===== src/rtl/axi_pkg.sv =====
// Shared AXI read-side constants and types for the BRAM read responder.
package axi_pkg;

  localparam logic [1:0] AXI_BURST_FIXED = 2'd0;
  localparam logic [1:0] AXI_BURST_INCR  = 2'd1;
  localparam logic [1:0] AXI_BURST_WRAP  = 2'd2;

  localparam logic [1:0] AXI_RESP_OKAY   = 2'd0;
  localparam logic [1:0] AXI_RESP_SLVERR = 2'd2;

  localparam int AXI_R_DATA_WIDTH = 32;

  typedef struct packed {
    logic [AXI_R_DATA_WIDTH-1:0] data;
    logic [1:0]                  resp;
    logic                        last;
  } r_beat_t;

  typedef enum logic [1:0] {ST_IDLE, ST_BURST, ST_DRAIN} rd_state_e;

endpackage


===== src/rtl/axi_read_address_channel.sv =====
// AXI4 AR channel bundle; the slave drives only arready.
interface axi_read_address_channel #(
  parameter int AXI_ARID_WIDTH   = 1,
  parameter int AXI_ARADDR_WIDTH = 32,
  parameter int AXI_ARUSER_WIDTH = 0
);
  localparam int UW = (AXI_ARUSER_WIDTH > 0) ? AXI_ARUSER_WIDTH : 1;

  logic [AXI_ARID_WIDTH-1:0]   arid;
  logic [AXI_ARADDR_WIDTH-1:0] araddr;
  logic [7:0]                  arlen;
  logic [2:0]                  arsize;
  logic [1:0]                  arburst;
  logic [UW-1:0]               aruser;
  logic                        arvalid;
  logic                        arready;

  modport master (output arid, araddr, arlen, arsize, arburst, aruser, arvalid,
                  input  arready);
  modport slave  (input  arid, araddr, arlen, arsize, arburst, aruser, arvalid,
                  output arready);
endinterface


===== src/rtl/axi_r_skid_fifo.sv =====
// Two-entry register FIFO holding R beats between the BRAM and the R channel.
module axi_r_skid_fifo #(
  parameter type beat_t = axi_pkg::r_beat_t
) (
  input  logic       aclk,
  input  logic       aresetn,
  input  logic       push,
  input  beat_t      push_beat,
  input  logic       rready,
  output logic       valid,
  output beat_t      head,
  output logic [1:0] count
);
  beat_t      mem_q [2];
  beat_t      mem_d [2];
  logic       rd_q, rd_d, wr_q, wr_d;
  logic [1:0] cnt_q, cnt_d;
  logic       pop;

  assign valid = (cnt_q != 2'd0);
  assign head  = mem_q[rd_q];
  assign count = cnt_q;
  assign pop   = valid && rready;

  always_comb begin
    mem_d = mem_q;
    rd_d  = rd_q;
    wr_d  = wr_q;
    if (push) begin
      mem_d[wr_q] = push_beat;
      wr_d        = ~wr_q;
    end
    if (pop) rd_d = ~rd_q;
    cnt_d = cnt_q + {1'b0, push} - {1'b0, pop};
  end

  always_ff @(posedge aclk) begin
    if (!aresetn) begin
      mem_q <= '{default: '0};
      rd_q  <= 1'b0;
      wr_q  <= 1'b0;
      cnt_q <= 2'd0;
    end else begin
      mem_q <= mem_d;
      rd_q  <= rd_d;
      wr_q  <= wr_d;
      cnt_q <= cnt_d;
    end
  end
endmodule


===== src/rtl/axi_bram_read_responder.sv =====
// AXI4 read responder: walks FIXED/INCR/WRAP bursts over a 1-cycle BRAM and
// returns beats through a 2-entry FIFO with full R-channel backpressure.
module axi_bram_read_responder
  import axi_pkg::*;
#(
  parameter int AXI_ARID_WIDTH   = 1,
  parameter int AXI_ARADDR_WIDTH = 32,
  parameter int AXI_ARUSER_WIDTH = 0,
  parameter int AXI_DATA_WIDTH   = 32,
  parameter int MEM_ADDR_WIDTH   = 10
) (
  input  logic                      aclk,
  input  logic                      aresetn,
  axi_read_address_channel.slave    ar,
  output logic [AXI_ARID_WIDTH-1:0] rid,
  output logic [AXI_DATA_WIDTH-1:0] rdata,
  output logic [1:0]                rresp,
  output logic                      rlast,
  output logic                      rvalid,
  input  logic                      rready,
  output logic                      mem_en,
  output logic [MEM_ADDR_WIDTH-1:0] mem_addr,
  input  logic [AXI_DATA_WIDTH-1:0] mem_rdata
);
  localparam int LSB = $clog2(AXI_DATA_WIDTH / 8);
  localparam int AW  = AXI_ARADDR_WIDTH;

  typedef struct packed {
    logic [AXI_DATA_WIDTH-1:0] data;
    logic [1:0]                resp;
    logic                      last;
  } beat_t;

  rd_state_e                 state_q, state_d;
  logic [AXI_ARID_WIDTH-1:0] id_q, id_d;
  logic [AW-1:0]             addr_q, addr_d;
  logic [7:0]                len_q, len_d;
  logic [2:0]                size_q, size_d;
  logic [1:0]                burst_q, burst_d;
  logic                      err_q, err_d;
  logic [8:0]                remain_q, remain_d;
  logic                      inflight_q, inflight_d;
  logic                      infl_last_q, infl_last_d;
  logic                      arready_en_q, arready_en_d;

  logic          issue, pop, req_err;
  logic [2:0]    credit_used;
  logic [1:0]    fifo_count;
  logic [AW-1:0] step, wrap_mask, next_addr;
  beat_t         push_beat, head;
  logic          unused_aruser;

  assign unused_aruser = ^ar.aruser;
  assign ar.arready    = (state_q == ST_IDLE) && arready_en_q;
  assign pop           = rvalid && rready;
  // Credit the beat leaving this cycle so rready=1 sustains one beat per cycle.
  assign credit_used   = {1'b0, fifo_count} + {2'b0, inflight_q} - {2'b0, pop};

  assign req_err = (ar.arburst == 2'd3) || (ar.arsize > 3'(LSB)) ||
                   ((ar.arburst == AXI_BURST_WRAP) &&
                    !(ar.arlen inside {8'd1, 8'd3, 8'd7, 8'd15}));

  always_comb begin
    step      = AW'(1) << size_q;
    wrap_mask = ((AW'({1'b0, len_q}) + AW'(1)) << size_q) - AW'(1);
    case (burst_q)
      AXI_BURST_FIXED: next_addr = addr_q;
      AXI_BURST_WRAP:  next_addr = (addr_q & ~wrap_mask) | ((addr_q + step) & wrap_mask);
      default:         next_addr = addr_q + step;
    endcase
  end

  always_comb begin
    state_d      = state_q;
    id_d         = id_q;
    addr_d       = addr_q;
    len_d        = len_q;
    size_d       = size_q;
    burst_d      = burst_q;
    err_d        = err_q;
    remain_d     = remain_q;
    arready_en_d = 1'b1;
    issue        = 1'b0;
    case (state_q)
      ST_IDLE: if (ar.arvalid && arready_en_q) begin
        id_d     = ar.arid;
        addr_d   = ar.araddr;
        len_d    = ar.arlen;
        size_d   = ar.arsize;
        burst_d  = ar.arburst;
        err_d    = req_err;
        remain_d = {1'b0, ar.arlen} + 9'd1;
        state_d  = ST_BURST;
      end
      ST_BURST: if (credit_used < 3'd2) begin
        issue    = 1'b1;
        addr_d   = next_addr;
        remain_d = remain_q - 9'd1;
        if (remain_q == 9'd1) state_d = ST_DRAIN;
      end
      ST_DRAIN: if (fifo_count == 2'd0 && !inflight_q) state_d = ST_IDLE;
      default: state_d = ST_IDLE;
    endcase
    inflight_d  = issue;
    infl_last_d = issue && (remain_q == 9'd1);
  end

  // Error bursts still flow through the in-flight stage so beat timing is uniform.
  assign mem_en   = issue && !err_q;
  assign mem_addr = addr_q[LSB +: MEM_ADDR_WIDTH];

  always_comb begin
    push_beat.data = err_q ? '0 : mem_rdata;
    push_beat.resp = err_q ? AXI_RESP_SLVERR : AXI_RESP_OKAY;
    push_beat.last = infl_last_q;
  end

  axi_r_skid_fifo #(.beat_t(beat_t)) u_fifo (
    .aclk      (aclk),
    .aresetn   (aresetn),
    .push      (inflight_q),
    .push_beat (push_beat),
    .rready    (rready),
    .valid     (rvalid),
    .head      (head),
    .count     (fifo_count)
  );

  assign rdata = head.data;
  assign rresp = head.resp;
  assign rlast = head.last;
  assign rid   = id_q;

  always_ff @(posedge aclk) begin
    if (!aresetn) begin
      state_q      <= ST_IDLE;
      id_q         <= '0;
      addr_q       <= '0;
      len_q        <= '0;
      size_q       <= '0;
      burst_q      <= '0;
      err_q        <= 1'b0;
      remain_q     <= '0;
      inflight_q   <= 1'b0;
      infl_last_q  <= 1'b0;
      arready_en_q <= 1'b0;
    end else begin
      state_q      <= state_d;
      id_q         <= id_d;
      addr_q       <= addr_d;
      len_q        <= len_d;
      size_q       <= size_d;
      burst_q      <= burst_d;
      err_q        <= err_d;
      remain_q     <= remain_d;
      inflight_q   <= inflight_d;
      infl_last_q  <= infl_last_d;
      arready_en_q <= arready_en_d;
    end
  end
endmodule


===== src/flat_wrapper.sv =====
// flat-port wrapper written by rule: the top's interface ports become plain ports
module axi_bram_read_responder_flat import axi_pkg::*;
#(
  parameter int AXI_ARID_WIDTH   = 1,
  parameter int AXI_ARADDR_WIDTH = 32,
  parameter int AXI_ARUSER_WIDTH = 0,
  parameter int AXI_DATA_WIDTH   = 32,
  parameter int MEM_ADDR_WIDTH   = 10
)
  (aclk, aresetn, rid, rdata, rresp, rlast, rvalid, rready, mem_en, mem_addr, mem_rdata, ar_arid, ar_araddr, ar_arlen, ar_arsize, ar_arburst, ar_aruser, ar_arvalid, ar_arready);
  axi_read_address_channel #(.AXI_ARID_WIDTH(AXI_ARID_WIDTH), .AXI_ARADDR_WIDTH(AXI_ARADDR_WIDTH), .AXI_ARUSER_WIDTH(AXI_ARUSER_WIDTH)) ar_i ();
  input  logic aclk;
  input  logic aresetn;
  output logic [AXI_ARID_WIDTH-1:0] rid;
  output logic [AXI_DATA_WIDTH-1:0] rdata;
  output logic [1:0] rresp;
  output logic rlast;
  output logic rvalid;
  input  logic rready;
  output logic mem_en;
  output logic [MEM_ADDR_WIDTH-1:0] mem_addr;
  input  logic [AXI_DATA_WIDTH-1:0] mem_rdata;
  input wire logic [$bits(ar_i.arid)-1:0] ar_arid;
  input wire logic [$bits(ar_i.araddr)-1:0] ar_araddr;
  input wire logic [$bits(ar_i.arlen)-1:0] ar_arlen;
  input wire logic [$bits(ar_i.arsize)-1:0] ar_arsize;
  input wire logic [$bits(ar_i.arburst)-1:0] ar_arburst;
  input wire logic [$bits(ar_i.aruser)-1:0] ar_aruser;
  input wire logic [$bits(ar_i.arvalid)-1:0] ar_arvalid;
  output wire logic [$bits(ar_i.arready)-1:0] ar_arready;
  assign ar_i.arid = ar_arid;
  assign ar_i.araddr = ar_araddr;
  assign ar_i.arlen = ar_arlen;
  assign ar_i.arsize = ar_arsize;
  assign ar_i.arburst = ar_arburst;
  assign ar_i.aruser = ar_aruser;
  assign ar_i.arvalid = ar_arvalid;
  assign ar_arready = ar_i.arready;
  axi_bram_read_responder #(.AXI_ARID_WIDTH(AXI_ARID_WIDTH), .AXI_ARADDR_WIDTH(AXI_ARADDR_WIDTH), .AXI_ARUSER_WIDTH(AXI_ARUSER_WIDTH), .AXI_DATA_WIDTH(AXI_DATA_WIDTH), .MEM_ADDR_WIDTH(MEM_ADDR_WIDTH)) u_core (.aclk(aclk), .aresetn(aresetn), .ar(ar_i), .rid(rid), .rdata(rdata), .rresp(rresp), .rlast(rlast), .rvalid(rvalid), .rready(rready), .mem_en(mem_en), .mem_addr(mem_addr), .mem_rdata(mem_rdata));
endmodule

===== config.mk =====
export PLATFORM = sky130hd
export DESIGN_NAME = axi_bram_read_responder_flat
export DESIGN_NICKNAME = d
export VERILOG_FILES = /design/src/rtl/axi_pkg.sv /design/src/rtl/axi_read_address_channel.sv /design/src/rtl/axi_r_skid_fifo.sv /design/src/rtl/axi_bram_read_responder.sv /design/src/flat_wrapper.sv
export SDC_FILE = /design/constraint.sdc
export NUM_CORES = 1
export LEC_CHECK = 0
export ABC_AREA = 1
export BUFFER_PORTS_ARGS = -buffer_cell sky130_fd_sc_hd__buf_4
export CAP_MARGIN = 5
export CORE_MARGIN = 10
export CORE_UTILIZATION = 56
export DETAILED_ROUTE_END_ITERATION = 10
export GPL_TIMING_DRIVEN = 0
export PLACE_DENSITY = 0.83
export RECOVER_POWER = 50
export REMOVE_ABC_BUFFERS = 1
export SETUP_SLACK_MARGIN = 0.05
export SYNTH_ARGS = -nofsm -noshare
export SYNTH_HDL_FRONTEND = slang
export SYNTH_SLANG_ARGS = --single-unit

===== constraint.sdc =====
create_clock -name aclk -period 4.25 [get_ports aclk]
set_input_delay 0.85 -clock aclk [delete_from_list [all_inputs] [get_ports aclk]]
set_output_delay 0.85 -clock aclk [all_outputs]
set_load 0.1 [all_outputs]

==> results of run 1 <==
## repair_timing
| item | CTS | global route |
|---|---|---|
| gates resized for setup | 2 | 6 |
| hold buffers | 0 | 0 |
| buffers inserted | 0 | 1 |
| pin swaps | 0 | 1 |
| endpoints found under the setup margin | 39 | 7 |
## cells in the mapped netlist, drive strengths merged, types with 2 or more instances
library cell	n	area, um^2
nand2	341	1300
ha	16	200
nand4	6	43.8
a211oi	6	45.0
inv	96	360
or2	2	12.5
fa	2	40.0
clkbuf	38	143
o21ai	68	340
mux2i	2	20.0
nor2	114	453
xnor2	4	35.0
a221oi	2	17.5
a31oi	5	31.3
a21oi	102	510
nand3	70	410
buf	25	158
dfxtp	113	2260
o211ai	3	22.5
xor2	8	70.1
clkinv	4	16.3
nor3	14	70.1
## path summary, 6_finish.rpt
| check | depth (start not counted) | end | slack, ns |
|---|---|---|---|
| worst max register to register | 18 | flip-flop | 0.35 |
| worst min register to register | 2 | flip-flop | 0.45 |
| worst min-delay path | 2 | flip-flop | 0.45 |
| worst max-delay path | 14 | mem_en | 0.27 |
## report_power, final
| group | internal [mW] | switching [mW] |
|---|---|---|
| registers | 1.17 | 0.127 |
| clock network | 0.764 | 0.537 |
| logic | 0.363 | 1.03 |
## per-stage QoR
stage | utilization [%] | worst slack, ns | std cells | setup TNS (ns) | hold slack (ns)
after floorplan | - | -0.348 | 987 | -0.348 | 0.427
after global placement | 63.6 | -0.357 | 1239 | -1.86 | 0.439
after CTS | 68.8 | 0.156 | 1273 | 0 | 0.458
after global routing | 68.6 | 0.0166 | 1274 | 0 | 0.476
after detailed placement | 64.0 | -0.399 | 1241 | -2.38 | 0.450
final | 68.6 | 0.269 | 1274 | 0 | 0.454
## cell families after synthesis
group | Yosys count | share of synthesized area, %
buffers and inverters | 163 | 10.2
xor gates and xnor gates | 12 | 1.59
and+or+nand+nor | 548 | 34.6
DFF | 113 | 34.1
AOI/OAI and AO/OA | 193 | 15.5
muxes | 2 | 0.302
adders and majority gates | 18 | 3.62
other | 1 | 0.0566
## cell usage in the layout, fill, tap and decap left out, drive strengths merged, types with 3 or more instances in the layout
master    Yosys  routed
a211oi        6       6
a21oi       102     102
a31oi         5       5
buf          25      98
clkbuf       38      32
clkinv        4      12
clkinvlp      0       3
dfxtp       113     113
ha           16      16
inv          96      99
nand2       341     341
nand3        70      70
nand4         6       6
nor2        114     114
nor3         14      14
o211ai        3       3
o21ai        68      68
xnor2         4       4
xor2          8       8
## layer usage
layer  vias up  share of wire (%)  GRT usage (%)
met4         0                1.5           7.96
met2       170                 48           35.0
met3        24                6.0           5.71
li1       3493                  -              -
met1      2976                 45           24.9
met5         -                  0              0
## area by class of cell
cell class,count,area (um^2)
Clock inverter,14,108
Tap cell,143,179
Multi-Input combinational cell,774,3720
Fill cell,986,3610
Inverter,100,378
Timing Repair Buffer,112,820
Clock buffer,18,439
Sequential cell,113,2260
## critical path: cells and delay by family (launching register included)
kind,cells,cell delay [ns]
compound gates,2,0.26
flops,1,0.34
simple gates,4,0.71
buf+inv,5,0.48
fa+ha+maj,3,0.92
==> flow_summary.json, run 1 <==
{
  "grt_max_degree": 71,
  "fin_nets": 1219,
  "ant_nets": 0,
  "p_leak_nw": 3.68,
  "clk_latency_ns": 0.42,
  "die_h_um": 129,
  "antenna_found_initial": 0,
  "hold_violations": 0,
  "fp.dieArea_um2": 16600,
  "place_hpwl_mm": 11.8,
  "grt_pass1_vias": 6308,
  "drcViolationCount": 0,
  "reg2reg_from": "u_core.u_fifo.count[1]",
  "core-area_um2": 11500,
  "vias": 6663,
  "rsz0062_at_grt": "false",
  "ys_seq_area_share_pct": 34.1,
  "async_flop_share_pct": 0,
  "gp_congestion": 0.879,
  "path_common_cell": "inv_1",
  "portBuffers": 109,
  "cts_buffer_depth": 2,
  "setup_violations": 0,
  "max_stage_delay_ns": 0.51,
  "final_area_um2": 7910,
  "drt_iter0_drc": 541,
  "synth_flop_cell": "dfxtp_1",
  "num_antenna_cells": 0,
  "netlist_instances": 1050,
  "relSlewSlack_pct": 16.0,
  "run_status": "complete, no violations",
  "worst_slew_pin_slew_ns": 1.26,
  "synth.distinct_cells": 41,
  "syn_avg_cell_area_um2": 6.31,
  "grt-ovfl-total": 0,
  "drv_slew": 0,
  "avgViaCountPerCell": 5.23,
  "post-route-period-util_pct": 93.7,
  "peakVddDrop_v": 0.000399,
  "placed_area_um2": 7370,
  "syn_area_um2": 6630,
  "crit_path_start": "u_core.u_fifo.count[1]",
  "cts_made_buffers": 17,
  "wl_per_cell_um": 13.8,
  "die_w_um": 129,
  "endpoint_kind": "primary output",
  "min_period_ns": 3.98,
  "crit_path_max_fanout": 3,
  "cts_tree": "done",
  "yosysWarnings": 0,
  "rows": 39,
  "crit_path_cell_trace": "or2_2, nand2_1, inv_1, ha_1, inv_1, ha_1, inv_1, fa_1, a21boi_2, o21ai_1, nor2_2, inv_1, nor2_1, buf_6",
  "worstPathArrival_ns": 3.13,
  "power.density_nw_per_um2": 504,
  "wirelength_mm": 17.6,
  "drive_gt1_share_pct": 15.0,
  "grtUsageTotal_pct": 20.8,
  "path_clk_slew_ns": 0.06,
  "synth-edff-count": 0,
  "min_path_type": "reg -> reg",
  "start_util_pct": 57.6,
  "crit_required_ns": 3.40,
  "cts_sinks": 113,
  "cp_slowest_cell": "fa_1",
  "firstDrtPassIters": 5,
  "cp-start-kind": "flip-flop",
  "max_freq_ghz": 0.251,
  "clock_skew_ns": 0.00692,
  "crit_type": "reg -> out",
  "htreeDepth": 4,
  "clk_root_buffer_cell": "clkbuf_16",
  "yosys_register_bits": 113,
  "io_pins": 132,
  "grt_pass1_wl_mm": 28.8,
  "area_delta_synth_final_pct": 19.3,
  "power_mw": 3.99,
  "cap_violations": 0
}
(Power assumes the default switching activity.)
==> run 2: changes to the inputs <==
RECOVER_POWER = 100   (was 50)
==> flow_summary.json, run 2 (same netlist as run 1, synthesis figures left out) <==
{
  "crit_path_max_fanout": 3,
  "start_util_pct": 57.6,
  "fill_cells": 1011,
  "area_delta_synth_final_pct": 18.0,
  "critPathBufInv": 5,
  "portBuffers": 109,
  "cts.hold.buffers_added": 0,
  "final_common_cell": "nand2_1",
  "crit_required_ns": 3.40,
  "antenna_found_initial": 0,
  "path_common_cell": "inv_1",
  "clk_root_buffer_cell": "clkbuf_16",
  "firstDrtPassIters": 6,
  "die_w_um": 129,
  "fin_nets": 1219,
  "run_status": "complete, no violations",
  "timing.final.ws_setup_ns": 0.263,
  "layout_common_cells": "333 x nand2_1, 112 x dfxtp_1, 108 x nor2_1",
  "crit_path_cell_trace": "or2_2, nand2_1, inv_1, ha_1, inv_1, ha_1, inv_1, fa_1, a21boi_2, o21ai_1, nor2_2, inv_1, nor2_1, buf_6",
  "rows": 39,
  "grt-ovfl-total": 0,
  "wirelength_mm": 17.6,
  "highest-signal-layer": "met4",
  "cap_violations": 0,
  "grtUsageTotal_pct": 20.8,
  "grt_pass1_vias": 6308,
  "clk_latency_ns": 0.42,
  "endpoint_kind": "primary output",
  "wl_per_cell_um": 13.8,
  "io_pins": 132,
  "drv_slew": 0,
  "crit_family": "adder cells",
  "detailedPlace.worstSlack_ns": -0.399,
  "path_clk_slew_ns": 0.06,
  "drive_gt1_share_pct": 15.0,
  "layout.cells.non_filler": 1274,
  "dr_wl_met3_mm": 1.13,
  "dp.cells": 1241,
  "grt_pass1_wl_mm": 28.8,
  "clock_skew_ns": 0.00586,
  "vias": 6654,
  "wl_met1_mm": 7.80,
  "cp_slowest_cell": "fa_1",
  "fp.dieArea_um2": 16600,
  "worstPathArrival_ns": 3.14,
  "min_path_type": "reg -> reg",
  "final_area_um2": 7820,
  "gp_congestion": 0.879,
  "place_hpwl_mm": 11.8,
  "grt_max_degree": 71,
  "cp-start-kind": "flip-flop",
  "max_freq_ghz": 0.251,
  "cts_buffer_depth": 2,
  "p_leak_nw": 3.66,
  "max_stage_delay_ns": 0.51,
  "ant_nets": 0,
  "post-route-period-util_pct": 93.8,
  "cts_tree": "done",
  "drt_iter0_drc": 525,
  "wl_met2_mm": 8.41,
  "relSlewSlack_pct": 14.6,
  "cts_sinks": 113,
  "placed_area_um2": 7370,
  "die_h_um": 129,
  "crit_type": "reg -> out",
  "min_period_ns": 3.99,
  "peakVddDrop_v": 0.000399,
  "drcViolationCount": 0,
  "rsz0062_at_grt": "false",
  "setup_violations": 0,
  "core-area_um2": 11500,
  "cts_made_buffers": 17,
  "avgViaCountPerCell": 5.22,
  "worst_slew_pin_slew_ns": 1.28,
  "num_antenna_cells": 0,
  "htreeDepth": 4,
  "power.density_nw_per_um2": 508,
  "hold_violations": 0
}
-- run 2: cell types whose count changed in the layout (fill, tap and decap cells not counted), sizes merged --
cell | before | now
buf | 98 | 64
clkbuf | 32 | 66
-- run 2: area by class of cell --
cell class / instances / area (um^2) / area share, %
multi-input cells: 774 / 3720 / 47.5
well taps: 143 / 179 / 2.29
flip-flops and latches: 113 / 2260 / 28.9
repair buffers: 112 / 737 / 9.42
clock inverters: 14 / 108 / 1.38
inverters: 100 / 378 / 4.83
clock buffers: 18 / 439 / 5.61
-- run 2: metrics by stage --
step           hold WS (ns)  utilization (%)  power (mW)  setup TNS (ns)
2_1_floorplan         0.427                -        2.33          -0.348
3_3_place_gp          0.439             63.6        2.66           -1.86
3_5_place_dp          0.450             64.0        2.69           -2.38
4_1_cts               0.458             68.8        3.99               0
5_1_grt               0.476             67.9        4.17               0
6_report              0.456             67.9        3.97               0
-- run 2: per-layer routing --
layer | global-route usage (%) | vias up
met5 | 0 | -
met4 | 7.96 | 0
met3 | 5.71 | 27
met2 | 35.0 | 191
met1 | 24.9 | 2941
li1 | - | 3495
-- run 2: worst paths after layout --
| path | from | to | slack, ns | cells past startpoint |
|---|---|---|---|---|
| max | u_core.u_fifo.count[1] | mem_en | 0.26 | 14 |
| min | flip-flop | flip-flop | 0.46 | 2 |
| min reg2reg | flip-flop | flip-flop | 0.46 | 2 |
| max reg2reg | u_core.u_fifo.count[1] | flip-flop | 0.35 | 18 |
-- run 2: worst reg2reg max path, stage by stage, from the launching register on --
cell and delay [ns]:
dfxtp_1 0.34, or2_2 0.31, nand2_1 0.10, inv_1 0.05, ha_1 0.28, inv_1 0.05
ha_1 0.13, inv_1 0.05, fa_1 0.47, a21boi_2 0.17, o21ai_1 0.12, nor2_2 0.09
clkbuf_4 0.16, nor2_1 0.77, a31oi_4 0.20, o21ai_0 0.20, inv_1 0.09, nor2_1 0.09
a311oi_1 0.04
-- run 2: power by group --
part	total, mW	leakage (nW)	internal [mW]	switching [mW]
Sequential	1.29	0.920	1.17	0.127
Combinational	1.38	2.47	0.347	1.03
Clock	1.30	0.263	0.764	0.537
-- run 2: timing repair --
action,CTS,global route
resized for setup,2,6
setup buffers,0,1
cloned,0,0
pin swaps,0,1
endpoints found under the setup margin,39,7
hold endpoints to repair,0,0
